### config.mk
export PLATFORM = sky130hd
export DESIGN_NAME = acc_regfile
export DESIGN_NICKNAME = d
export VERILOG_FILES = /design/src/rtl/regfile_pkg.sv /design/src/rtl/regfile_clr_seq.sv /design/src/rtl/acc_regfile.sv
export SDC_FILE = /design/constraint.sdc
export NUM_CORES = 1
export LEC_CHECK = 0
export BUFFER_PORTS_ARGS = -buffer_cell sky130_fd_sc_hd__buf_2
export CAP_MARGIN = 20
export CORE_MARGIN = 2
export CORE_UTILIZATION = 25
export DETAILED_ROUTE_END_ITERATION = 16
export PLACE_DENSITY = 0.43
export SYNTH_ARGS = -nofsm -noshare
export SYNTH_HDL_FRONTEND = slang
export SYNTH_SLANG_ARGS = --single-unit
export TNS_END_PERCENT = 30
### constraint.sdc
create_clock -name clk -period 3.2 [get_ports clk]
set_clock_uncertainty 0.2 [all_clocks]
set_input_delay 0.96 -clock clk [delete_from_list [all_inputs] [get_ports clk]]
set_output_delay 0.96 -clock clk [all_outputs]
set_load 0.02 [all_outputs]
### src/rtl/regfile_pkg.sv
// Shared defaults and clear-sequencer state type for the accumulator register file.
package regfile_pkg;

  localparam int REGFILE_WIDTH  = 8;
  localparam int REGFILE_ADDR_W = 2;

  typedef enum logic [1:0] {
    CLR_IDLE,
    CLR_SWEEP,
    CLR_DONE
  } clr_state_t;

endpackage

### src/rtl/regfile_clr_seq.sv
// Clear sequencer: sweeps every register-file entry to zero, one per cycle, on request.
//   state     | meaning
//   CLR_IDLE  | waiting for ClrReq; writes allowed
//   CLR_SWEEP | clearing entry clr_idx this cycle; writes dropped
//   CLR_DONE  | one-cycle completion pulse
module regfile_clr_seq
  import regfile_pkg::*;
#(
  parameter int ADDR_W = REGFILE_ADDR_W
) (
  input  logic              clk,
  input  logic              CLB,
  input  logic              ClrReq,
  output logic              ClrBusy,
  output logic              ClrDone,
  output logic              clr_we,
  output logic [ADDR_W-1:0] clr_idx
);

  localparam logic [ADDR_W-1:0] IDX_LAST = '1;

  clr_state_t state;

  always_ff @(posedge clk) begin
    if (CLB) begin
      state   <= CLR_IDLE;
      clr_idx <= '0;
      ClrBusy <= 1'b0;
      ClrDone <= 1'b0;
    end else begin
      case (state)
        CLR_IDLE: begin
          ClrDone <= 1'b0;
          if (ClrReq) begin
            state   <= CLR_SWEEP;
            clr_idx <= '0;
            ClrBusy <= 1'b1;
          end
        end
        CLR_SWEEP: begin
          clr_idx <= clr_idx + 1'b1;
          if (clr_idx == IDX_LAST) begin
            state   <= CLR_DONE;
            ClrBusy <= 1'b0;
            ClrDone <= 1'b1;
          end
        end
        CLR_DONE: begin
          state   <= CLR_IDLE;
          ClrDone <= 1'b0;
        end
        default: begin
          state   <= CLR_IDLE;
          clr_idx <= '0;
          ClrBusy <= 1'b0;
          ClrDone <= 1'b0;
        end
      endcase
    end
  end

  // ClrBusy is high exactly while the FSM sits in CLR_SWEEP.
  assign clr_we = ClrBusy;

endmodule

### src/rtl/acc_regfile.sv
// Accumulator register file: one write port, two registered read ports, built-in clear sweep.
// Optional REGFILE_BYPASS_EN makes reads write-first and returns 0 for the entry being cleared.
module acc_regfile
  import regfile_pkg::*;
#(
  parameter int WIDTH  = REGFILE_WIDTH,
  parameter int ADDR_W = REGFILE_ADDR_W
) (
  input  logic              clk,
  input  logic              CLB,
  input  logic [WIDTH-1:0]  regIn,
  input  logic              WrEn,
  input  logic [ADDR_W-1:0] WrAddr,
  input  logic [ADDR_W-1:0] RdAddrA,
  input  logic [ADDR_W-1:0] RdAddrB,
  input  logic              ClrReq,
  output logic [WIDTH-1:0]  reg_out,
  output logic [WIDTH-1:0]  opB,
  output logic              ClrBusy,
  output logic              ClrDone
);

  localparam int DEPTH = 1 << ADDR_W;

  logic [WIDTH-1:0]  mem [DEPTH];
  logic              clr_we;
  logic [ADDR_W-1:0] clr_idx;
  logic              wr_ok;
  logic [WIDTH-1:0]  rd_a;
  logic [WIDTH-1:0]  rd_b;

  regfile_clr_seq #(.ADDR_W(ADDR_W)) u_clr_seq (
    .clk     (clk),
    .CLB     (CLB),
    .ClrReq  (ClrReq),
    .ClrBusy (ClrBusy),
    .ClrDone (ClrDone),
    .clr_we  (clr_we),
    .clr_idx (clr_idx)
  );

  assign wr_ok = WrEn && !ClrBusy;

  always_ff @(posedge clk) begin
    if (CLB) begin
      for (int i = 0; i < DEPTH; i++) mem[i] <= '0;
    end else if (clr_we) begin
      mem[clr_idx] <= '0;
    end else if (wr_ok) begin
      mem[WrAddr] <= regIn;
    end
  end

  always_comb begin
    rd_a = mem[RdAddrA];
    rd_b = mem[RdAddrB];
`ifdef REGFILE_BYPASS_EN
    if (clr_we && clr_idx == RdAddrA) rd_a = '0;
    if (clr_we && clr_idx == RdAddrB) rd_b = '0;
    if (wr_ok && WrAddr == RdAddrA) rd_a = regIn;
    if (wr_ok && WrAddr == RdAddrB) rd_b = regIn;
`endif
  end

  always_ff @(posedge clk) begin
    if (CLB) begin
      reg_out <= '0;
      opB     <= '0;
    end else begin
      reg_out <= rd_a;
      opB     <= rd_b;
    end
  end

endmodule
==> impl_metrics.ini <==
[yosys]
synth_seq_cells = 54
ys_warn_count = 0
async_flop_share_pct = 0
syn-num-nets = 192
yosysTopAreaCell = edfxtp_1
synth_most_common_cell = edfxtp_1
synthCells = 173
synth_area_leaders = edfxtp_1 (41%), dfxtp_1 (19%), mux4_2 (15%), and2_1 (4.6%), nor2_1 (3.1%)
yosysUniqueCellTypes = 33
ys_seq_area_share_pct = 60.12
ys.flop_type = edfxtp_1
synth_edf_count = 32
synth_top_area_share_pct = 41.22
synth.avg_cell_area_um2 = 13.47
netlist_area_um2 = 2331
synth_common_cells = edfxtp_1 (32), dfxtp_1 (22), nor2_1 (19)

[hold_path]
hold_class = reg -> reg

[floorplan]
die_y_um = 100.6
die-width_um = 100.6
ios = 36
initial_core_util_pct = 25.47
rows = 35
core-area_um2 = 9153
die_area_um2 = 10110

[timing]
period_minus_slack_ps = 2369
rsz0062_at_grt = no
worst_pin_slew_ps = 514.7
relSlewSlack_pct = 65.61
drv_slew = 0
setup_tns_ps = 0
timing.fmax_ghz = 0.4221
hold_viol_final = 0
fin_ws_ps = 830.9
hold-worst-slack_ps = 304.7
setup_viol = 0
fin_crit_sh_pct = 74.03

[setup_path]
path_delay_family = simple AND/OR/NAND/NOR gates
crit_buf_inv = 1
critPathSlowestCell = a2111o_1
cp_cell_sequence = buf_2 -> or3b_1 -> a2111o_1 -> nand2_1
worst_ep_required_time_ps = 2980
cpPeakStageDelay_ps = 440
worstPathMaxFanout = 8
cp-start-kind = input pin
critPathKind = in -> reg
endpoint_kind = register
arrival_ps = 2150

[global_routing]
grt_pass1_vias = 1400
gr-total-overflow = 0
grt_usage_pct = 10.44
grt_pass1_wl_mm = 7.734
grt_max_degree = 18
antenna_found_initial = 0

[routing]
drc = 0
drt_first_pass_iters = 4
final_antenna_net_count = 0
routed_wl_mm = 4.879
drt_iter0_markers = 41
post_drt_wl_per_cell_um = 14.83
vias = 1437
vias_per_cell = 4.368

[placed_design]
gp_congestion = 0.6856
dp_hpwl_mm = 3.591
port_buffers = 35
dp_slack_ps = 500.5

[clock_network]
htreeDepth = 2
clock-sinks = 54
cts_resized = 0
path_clk_slew_ps = 100
clock_latency_ps = 300
cts_max_path_buffers = 2
cts_setup_buffers = 0
cts_root_buf = clkbuf_8
hold_buffers = 0
cts_tree = yes
cts_made_buffers = 5

[pwr]
worst_ir_drop_vdd_v = 0.0001908
pwr_density_cell_nw_per_um2 = 524.3
power_leakage_nw = 1.137

[finish]
final_nets = 236
final_util_pct = 30.51
area_delta_synth_final_pct = 19.81
drive_above_1_share_pct = 34.86
antenna_cells = 0
fillers = 916

[flow_run]
cap_violations = 0

[run_status]
status = complete, no violations
-- layout make-up --
type / count / area (µm²) / area share (%)
clock buffers: 5 / 68.82 / 2.464
clock inverters: 3 / 43.79 / 1.568
inverters: 10 / 37.54 / 1.344
multi-input cells: 99 / 837.1 / 29.97
flip-flops and latches: 54 / 1401 / 50.18
well taps: 111 / 138.9 / 4.973
repair buffers: 47 / 265.3 / 9.498
-- metrics by stage --
step / total power (W) / std cells / instance area (µm²)
CTS: 0.001485 / 329 / 2793
floorplan: 0.0009508 / 173 / 2331
detailed placement: 0.001020 / 321 / 2680
finish: 0.001464 / 329 / 2793
global route: 0.001530 / 329 / 2793
global placement: 0.001019 / 321 / 2680
-- cell usage in the layout (no fill, tap or decap), drive strengths merged --
cell / instances
nor2b: 1
bufinv: 1
nand2: 10
clkbuf: 5
a21oi: 1
nor4b: 1
nor3: 8
and3b: 2
mux4: 16
inv: 11
a31oi: 2
and2: 18
nand2b: 2
o21ai: 4
a2111o: 1
nor3b: 4
a21o: 1
clkinv: 1
nor4: 1
nor2: 21
a21boi: 1
or3b: 1
dfxtp: 22
buf: 47
ha: 1
edfxtp: 32
or2b: 2
o221ai: 1
-- sequential cells by signal, summed over array words and instances (netlist names) --
signal and count:
opB 8, reg_out 8, u_clr_seq.ClrBusy 1, mem 32
u_clr_seq.state 2, u_clr_seq.ClrDone 1, u_clr_seq.clr_idx 2
-- layer usage --
layer | GRT usage, % | vias to the layer above | share of wire [%]
li1 | - | 711 | -
met1 | 14.69 | 680 | 49
met2 | 15.90 | 41 | 45
met3 | 2.358 | 5 | 4.3
met4 | 3.477 | 0 | 1.1
met5 | 0 | - | 0
-- worst min-delay path, stage by stage, from the launching register on --
cell and delay [ps]:
dfxtp_1 320, nor2_1 100, nor4_1 50
-- power breakdown --
part           switching [W]  leakage (nW)  internal [W]
Clock               0.000230        0.0585      0.000235
Sequential         0.0000224         0.515      0.000787
Combinational       0.000103         0.563     0.0000875
-- cell families (layout without fill, tap and decap cells) --
kind of cell / after synthesis / in the layout / synth area share (%)
AOI/OAI and AO/OA: 11 / 11 / 3.113
buffers and inverters: 20 / 65 / 3.972
and+or+nand+nor: 71 / 71 / 16.80
DFF: 54 / 54 / 60.12
adders and majority gates: 1 / 1 / 0.5367
muxes: 16 / 16 / 15.46
-- final timing paths --
| check | startpoint | end | slack (ps) | cells after the start |
|---|---|---|---|---|
| max | WrAddr[1] | mem[1][0] | 830 | 4 |
| min | u_clr_seq.ClrDone | u_clr_seq.ClrDone | 300 | 2 |
| max reg2reg | u_clr_seq.ClrBusy | mem[1][0] | 1120 | 3 |
| min reg2reg | u_clr_seq.ClrDone | u_clr_seq.ClrDone | 300 | 2 |
No activity file was read; power rests on OpenSTA's default activity.
